File: src/rtl/fir_coef_bank_ctrl.sv
// Double-buffered coefficient bank controller for the complex FIR.
// Coefficient writes land in a shadow bank. A complete set is copied to the
// active bank only while the datapath is between frames. FIFO pulls are
// blocked until a set is live, and in the cycle where the set changes.
module fir_coef_bank_ctrl #(
    parameter int unsigned NCOEF  = 15,
    parameter int unsigned COEF_W = 27,
    parameter int unsigned CNT_W  = 8
) (
    input  logic                      clk,
    input  logic                      Reset,
    input  logic                      PushCoef,
    input  logic [4:0]                CoefAddr,
    input  logic [COEF_W-1:0]         CoefI,
    input  logic [COEF_W-1:0]         CoefQ,
    input  logic                      frame_idle,
    input  logic                      pull_req,
    output logic                      pull_grant,
    output logic [NCOEF*COEF_W-1:0]   coef_I_o,
    output logic [NCOEF*COEF_W-1:0]   coef_Q_o,
    output logic                      coef_ready,
    output logic                      swap_pending,
    output logic [NCOEF-1:0]          load_mask,
    output logic                      addr_err,
    output logic [CNT_W-1:0]          swap_count
);

    localparam int unsigned IDX_W  = (NCOEF > 1) ? $clog2(NCOEF) : 1;
    localparam int unsigned BANK_W = NCOEF * COEF_W;

    // Registered state
    logic [BANK_W-1:0] r_shadow_i;
    logic [BANK_W-1:0] r_shadow_q;
    logic [BANK_W-1:0] r_active_i;
    logic [BANK_W-1:0] r_active_q;
    logic [NCOEF-1:0]  r_load_mask;
    logic              r_swap_pending;
    logic              r_coef_ready;
    logic              r_addr_err;
    logic [CNT_W-1:0]  r_swap_count;

    // Decoded write and commit controls
    logic              w_push_legal;
    logic              w_push_illegal;
    logic [IDX_W-1:0]  w_idx;
    logic              w_swap_now;
    logic [BANK_W-1:0] w_shadow_nxt_i;
    logic [BANK_W-1:0] w_shadow_nxt_q;
    logic [NCOEF-1:0]  w_mask_nxt;
    logic              w_mask_full;

    // Address decode: legal range is 1..NCOEF, entry index is address minus one
    always_comb begin
        w_push_legal   = 1'b0;
        w_push_illegal = 1'b0;
        w_idx          = IDX_W'(CoefAddr - 5'd1);
        if (PushCoef) begin
            if ((CoefAddr != 5'd0) && (CoefAddr <= 5'(NCOEF))) begin
                w_push_legal = 1'b1;
            end else begin
                w_push_illegal = 1'b1;
            end
        end
    end

    assign w_swap_now = r_swap_pending & frame_idle;

    // Shadow bank with the current-cycle write merged in; also feeds the commit
    always_comb begin
        w_shadow_nxt_i = r_shadow_i;
        w_shadow_nxt_q = r_shadow_q;
        for (int unsigned k = 0; k < NCOEF; k++) begin
            if (w_push_legal && (w_idx == IDX_W'(k))) begin
                w_shadow_nxt_i[k*COEF_W +: COEF_W] = CoefI;
                w_shadow_nxt_q[k*COEF_W +: COEF_W] = CoefQ;
            end
        end
    end

    // Load mask: a commit clears it and swallows any same-cycle write
    always_comb begin
        w_mask_nxt = r_load_mask;
        if (w_swap_now) begin
            w_mask_nxt = '0;
        end else if (w_push_legal) begin
            for (int unsigned k = 0; k < NCOEF; k++) begin
                if (w_idx == IDX_W'(k)) begin
                    w_mask_nxt[k] = 1'b1;
                end
            end
        end
        w_mask_full = (w_mask_nxt == {NCOEF{1'b1}});
    end

    // Shadow bank register, written on every legal push
    always_ff @(posedge clk) begin
        if (Reset) begin
            r_shadow_i <= '0;
            r_shadow_q <= '0;
        end else begin
            r_shadow_i <= w_shadow_nxt_i;
            r_shadow_q <= w_shadow_nxt_q;
        end
    end

    // Active bank register, changes only on a commit edge
    always_ff @(posedge clk) begin
        if (Reset) begin
            r_active_i <= '0;
            r_active_q <= '0;
        end else if (w_swap_now) begin
            r_active_i <= w_shadow_nxt_i;
            r_active_q <= w_shadow_nxt_q;
        end
    end

    // Load tracking and commit bookkeeping
    always_ff @(posedge clk) begin
        if (Reset) begin
            r_load_mask    <= '0;
            r_swap_pending <= 1'b0;
            r_coef_ready   <= 1'b0;
            r_swap_count   <= '0;
        end else begin
            r_load_mask <= w_mask_nxt;
            if (w_swap_now) begin
                r_swap_pending <= 1'b0;
                r_coef_ready   <= 1'b1;
                r_swap_count   <= r_swap_count + CNT_W'(1);
            end else if (w_mask_full) begin
                r_swap_pending <= 1'b1;
            end
        end
    end

    // One-cycle pulse flagging an out-of-range write address
    always_ff @(posedge clk) begin
        if (Reset) begin
            r_addr_err <= 1'b0;
        end else begin
            r_addr_err <= w_push_illegal;
        end
    end

    assign pull_grant   = pull_req & r_coef_ready & ~w_swap_now;
    assign coef_I_o     = r_active_i;
    assign coef_Q_o     = r_active_q;
    assign coef_ready   = r_coef_ready;
    assign swap_pending = r_swap_pending;
    assign load_mask    = r_load_mask;
    assign addr_err     = r_addr_err;
    assign swap_count   = r_swap_count;

endmodule

File: config.mk
export PLATFORM = sky130hd
export DESIGN_NAME = fir_coef_bank_ctrl
export DESIGN_NICKNAME = d
export VERILOG_FILES = /design/src/rtl/fir_coef_bank_ctrl.sv
export SDC_FILE = /design/constraint.sdc
export NUM_CORES = 2
export LEC_CHECK = 0
export BUFFER_PORTS_ARGS = -buffer_cell sky130_fd_sc_hd__buf_2
export CAP_MARGIN = 15
export CORE_MARGIN = 4
export CORE_UTILIZATION = 45
export DETAILED_ROUTE_END_ITERATION = 12
export GPL_ROUTABILITY_DRIVEN = 0
export GPL_TIMING_DRIVEN = 0
export MAX_ROUTING_LAYER = met4
export PLACE_DENSITY = 0.66
export SYNTH_ARGS = -nofsm -noshare
export SYNTH_HDL_FRONTEND = slang
export SYNTH_SLANG_ARGS = --single-unit
File: constraint.sdc
create_clock -name clk -period 2.4 [get_ports clk]
set_input_delay 0.36 -clock clk [delete_from_list [all_inputs] [get_ports clk]]
set_output_delay 0.36 -clock clk [all_outputs]
set_load 0.02 [all_outputs]
# [Word-level counts from Yosys, hierarchy flattened]
# Cells that the tools add are included.
[op_classes] add_sub_neg=2 n_lt_le_gt_ge=1 n_eq_ne=15 n_mux=50 bitwise_logic=5 reduce_logical=20
[ops] op="27-bit two-way mux" count=30
[ops] op="15-bit two-way mux" count=2
[ops] op="4-bit == test (second input constant)" count=7
[ops] op="1-bit two-way mux" count=18
[ops] op="4-bit by 3-bit == test with 1-bit output (second input constant)" count=4
[ops] op="1-bit logical AND" count=16
[ops] op="15-bit == test (second input constant)" count=1
[ops] op="8-bit by 1-bit adder with 8-bit output (second input constant)" count=1
[ops] op="4-bit by 2-bit == test with 1-bit output (second input constant)" count=2
[ops] op="5-bit by 4-bit <= comparator with 1-bit output (second input constant)" count=1
[ops] op="5-bit nonzero test" count=1
[ops] op="4-bit by 1-bit == test with 1-bit output (second input constant)" count=1
[ops] op="4-bit zero test" count=1
[ops] op="2-bit OR reduction" count=2
[ops] op="4-bit by 1-bit subtractor with 4-bit output (second input constant)" count=1
[ops] op="1-bit bitwise AND" count=3
[ops] op="1-bit inverter" count=2
[word_totals] reg_bits=1646 inputBits=64

# [Logic depth before layout (Yosys ltp)]
[logic_depth] depth_word=7 mapped_depth=8 mapped_depth_nobuf=5

# [Worst setup path after synthesis]
# No wires, ideal clock.
[synth_timing] kind="reg2reg" from="register r_swap_pending (netlist: swap_pending)" to="register r_active_i[166] (netlist: coef_I_o[166])" setup_time_ps=58 t_arrival_ps=1743 required_time_ps=2342 slack_ps=598 stages_incl_launch_ff=7 n_path_buf=4 synth_period_minus_slack_ps=1802 cell_sequence="dfxtp_1 > and2_1 > buf_2 > clkbuf_1 > clkbuf_1 > clkbuf_1 > o22a_1"
[synth_via] elab_chain_len=1
[synth_rtl] element="start: declaration" line_no="37" text="logic r_swap_pending;"
[synth_rtl] element="start signal: assignment" line_no="121" text="r_swap_pending <= 1'b0;"
[synth_rtl] element="start signal: assignment" line_no="127" text="r_swap_pending <= 1'b0;"
[synth_rtl] element="start signal: assignment" line_no="131" text="r_swap_pending <= 1'b1;"
[synth_rtl] element="1-bit bitwise AND" line_no="66" text="assign w_swap_now = r_swap_pending & frame_idle;"
[synth_rtl] element="end signal: assignment" line_no="112" text="r_active_i <= w_shadow_nxt_i;"
[synth_rtl] element="end: declaration" line_no="34" text="logic [BANK_W-1:0] r_active_i;"
# Every way passes these cells.
# A chain may end at the register's enable or synchronous reset.

# [Worst setup path after layout]
[layout_timing] from="input port CoefAddr[1]" to="register r_active_i[105] (netlist: coef_I_o[105])"
[layout_via] elab_chain_len=6 word_cells_on_any_way=9 cone_classes="1 x add/sub; 1 x order compare; 1 x eq/ne; 3 x mux; 3 x reduce/logical"
[layout_rtl] element="start: declaration" line_no="13" text="input logic [4:0] CoefAddr,"
[layout_rtl] element="5-bit by 4-bit <= comparator with 1-bit output / 5-bit nonzero test (equally long branches)" line_no="58" text="if ((CoefAddr != 5'd0) && (CoefAddr <= 5'(NCOEF))) begin"
[layout_rtl] element="1-bit logical AND" line_no="58"
[layout_rtl] element="1-bit two-way mux" line_no="58"
[layout_rtl] element="1-bit two-way mux" line_no="57" text="if (PushCoef) begin"
[layout_rtl] element="1-bit logical AND *" line_no="73" text="if (w_push_legal && (w_idx == IDX_W'(k))) begin"
[layout_rtl] element="27-bit two-way mux *" line_no="73"
# Every way passes the cells marked *; elsewhere a longest branch is shown, timed or not.

==> impl_results.md <==
- Yosys Warn Count: 0
- CTS Buf Count: 164
- Tmin final: 2.40 ns
- Number of synthesized register bits: 1,646
- H-Tree Depth: 4
- Worst EP arrival: 3.05 ns
- Critical path cell sequence: buf_2, nor4b_4, nand2_1, clkbuf_1, nand2_1, a21oi_2, o22a_1
- DRC: 0
- Crit share post-route: 0.999
- Total Routed Length: 206,000 um
- Syn Nets: 5,559
- CP max-delay cell: nor4b_4
- Fill count: 10,538
- Fraction of layout cells with a size suffix above 1: 0.233
- Register area: 33,000 um^2
- Post-synthesis cell count: 5,494
- Tot GR Track Use: 0.323
- Cells on worst reg2reg path: 7
- Worst Skew: 0.0494 ns
- Vias post-DR: 45,824
- RR Startpoint: swap_pending
- Clock Sinks: 1,646
- R2r setup slk: 0.02 ns
- Most frequent cells in the layout: 1,646 x dfxtp_1, 1,627 x nand2_1, 1,005 x buf_2, 810 x o22a_1, 642 x a21oi_1
- WHS Endpoint: swap_count[1]
- Pint: 42,800 uW
- Initial drt markers: 3,947
- Router iterations before antenna repair: 8
- Initial Utilization: 0.455
- Hold Crit Class: in2reg
- CP Class: in2reg
- Switching part of the total power: 0.227
- Die Span Y: 354 um
- Max stage delay on crit path: 0.87 ns
- Maxcap violations: 0
- Hold path depth: 4
- Port bufs: 900
- Unrepaired setup endpoints after global routing: yes
- First-pass GRT wire length: 293,000 um
- Dpl cells: 8,005
- Clock group share of total power: 0.470
- Peak supply drop: 635 uV
- Reg2Reg Capture Point: coef_Q_o[304]
- F_max: 0.417 GHz
- HP Start: frame_idle
- Worst-path clk slew: 0.06 ns
- Slew Limit Fails: 0
- Reg power frac: 0.496
- Worst path required time: 3.05 ns
- GR Util met2: 0.518
- Wirelength per Cell: 24.7 um
- Final nets: 6,700
- I/O pins: 901
- Clock Latency Late Sink: 0.78 ns
- Power per standard cell area: 829 nW/um^2
- Area growth, synth to finish: 24.0%
- Seq/Total Area, Yosys: 0.612
- M1 GR Usage: 0.386
- Syn_area_per_cell: 9.80 um^2
- Most frequent CP cell: nand2_1
- Clock buffer depth: 3
- Global route hottest layer: met2
- Vias per cell: 5.48
- Post-Synthesis Cell Area: 53,800 um^2
- Fin cells: 8,366
- Status: completed
- Multi-input gate area: 18,600 um^2
- Netlist cell types: 28
- Die X: 354 um
- Pin count of the biggest net entering global routing: 17
- Post-DP HPWL: 152,000 um
- Net Sw Power: 12,500 uW
- CTS tree: built
- Die ar.: 125,000 um^2
- Initial antenna violation count: 3
- Top cells by area, synth: dfxtp_1 61%, o22a_1 13%, nand2_1 11%
- Core ar.: 118,000 um^2
- Gr ovfl total: 0
- Post-DRT Antenna Nets: 0
- Least-Margin Pin Slew: 1.34 ns
- Root Buffer: clkbuf_16
- Row count: 126
- CP Capture Type: register
- Yosys top cell area share: 0.612
- Comb power frac: 0.034
- Vias in the first global route: 44,038
- Leading area contributor after synthesis: dfxtp_1
- Startpoint type of the worst setup path: input pin
- Leak Pwr: 0.0315 uW
- Hold_ws: 0.101 ns
- Most common cell after layout, fill and taps aside: dfxtp_1
- CP max FO: 10
- Hold Vio Cnt, Final: 0
- Worst slew margin: 0.104
- Final setup fails: 0
- GR met3 Demand/Resource: 0.0862
-- synth_stat cells --
| cell type | instances |
|---|---|
| and4b_1 | 1 |
| and3_1 | 2 |
| xor2_1 | 5 |
| nand2_1 | 1627 |
| nand2_2 | 12 |
| buf_1 | 61 |
| nand2b_1 | 1 |
| buf_4 | 26 |
| a41oi_1 | 1 |
| clkbuf_1 | 276 |
| nand4_1 | 2 |
| and2_1 | 17 |
| nor3b_1 | 1 |
| ha_1 | 1 |
| nand3_1 | 3 |
| xnor2_1 | 2 |
| a21oi_2 | 185 |
| nor2b_1 | 2 |
| buf_2 | 106 |
| buf_6 | 29 |
| nor4b_4 | 1 |
| nor2_2 | 1 |
| a21oi_1 | 642 |
| dfxtp_1 | 1646 |
| o22a_1 | 810 |
| nor2_1 | 28 |
| and4bb_2 | 2 |
| nor4_1 | 4 |
-- flip-flops by register name, summed over array words and instances (netlist names) --
name / count
addr_err: 1
r_shadow_i: 405
coef_ready: 1
swap_count: 8
coef_I_o: 405
load_mask: 15
swap_pending: 1
coef_Q_o: 405
r_shadow_q: 405
-- power by group through the flow --
stage | sequential (uW) | clock (uW) | combinational [uW]
after detailed placement | 28100 | 0 | 1730
after floorplan | 28100 | 0 | 832
after CTS | 27400 | 26200 | 1820
final | 27400 | 26000 | 1890
after global routing | 27400 | 27400 | 1940
after global placement | 28000 | 0 | 1690
-- repair_timing --
action,4_1_cts,5_1_grt
hold buffers,56,0
setup endpoints to repair,812,78
endpoints found under the hold margin,268,0
gates resized for setup,22,19
pin swaps,1,0
buffers inserted,2,0
-- metrics by stage --
step	TNS [ns]	util	total power, uW	setup WS [ns]	instance area [um^2]
finish	0	0.564	55300	0.00193	66700
detailed placement	-774.49	0.511	29800	-1.08	60500
global placement	-857.29	0.510	29700	-1.23	60300
global route	-0.0960	0.564	56800	-0.0192	66700
CTS	0	0.563	55500	0.00646	66600
floorplan	0	-	28900	0.598	53800
-- worst max path at each step --
stage	startpoint	endpoint	slack, ns	cells after the start
floorplan	swap_pending	coef_I_o[166]	0.60	6
global placement	frame_idle	coef_I_o[272]	-1.23	7
detailed placement	frame_idle	coef_I_o[398]	-1.08	7
CTS	swap_pending	coef_Q_o[384]	0.006	7
global route	swap_pending	coef_Q_o[308]	-0.02	7
finish	CoefAddr[1]	coef_I_o[105]	0.002	7
-- layer usage --
metal	up-vias	share of wire
met4	0	0.044
met5	-	0
met3	416	0.090
met2	1919	0.47
li1	21107	-
met1	22382	0.40
-- cell families (layout without fill, tap and decap cells) --
logic type                 after synthesis  count (layout)  synth area share
AOI/OAI and AO/OA                     1638            1638             0.222
xor gates and xnor gates                 7               7           0.00114
adders and majority gates                1               1          0.000232
buffers and inverters                  498            1763            0.0430
DFF                                   1646            1646             0.612
other                                    0               7                 0
and+or+nand+nor                       1704            1704             0.122
-- final cells by class --
cell class | count | share of cell area
clock inverter | 64 | 0.0116
timing repair buffer | 976 | 0.0804
sequential | 1646 | 0.494
buffer | 497 | 0.0354
clock buffer | 226 | 0.0704
multi-input combinational | 3350 | 0.278
antenna | 7 | 0.000262
tap | 1600 | 0.0300
-- critical path: cells and delay by family --
family                 cells  cell delay [ns]
AOI/OAI and AO/OA          2             0.28
buffers and inverters      2             0.57
and+or+nand+nor            3             1.81
Note: power is estimated with default switching activity, not from simulation.
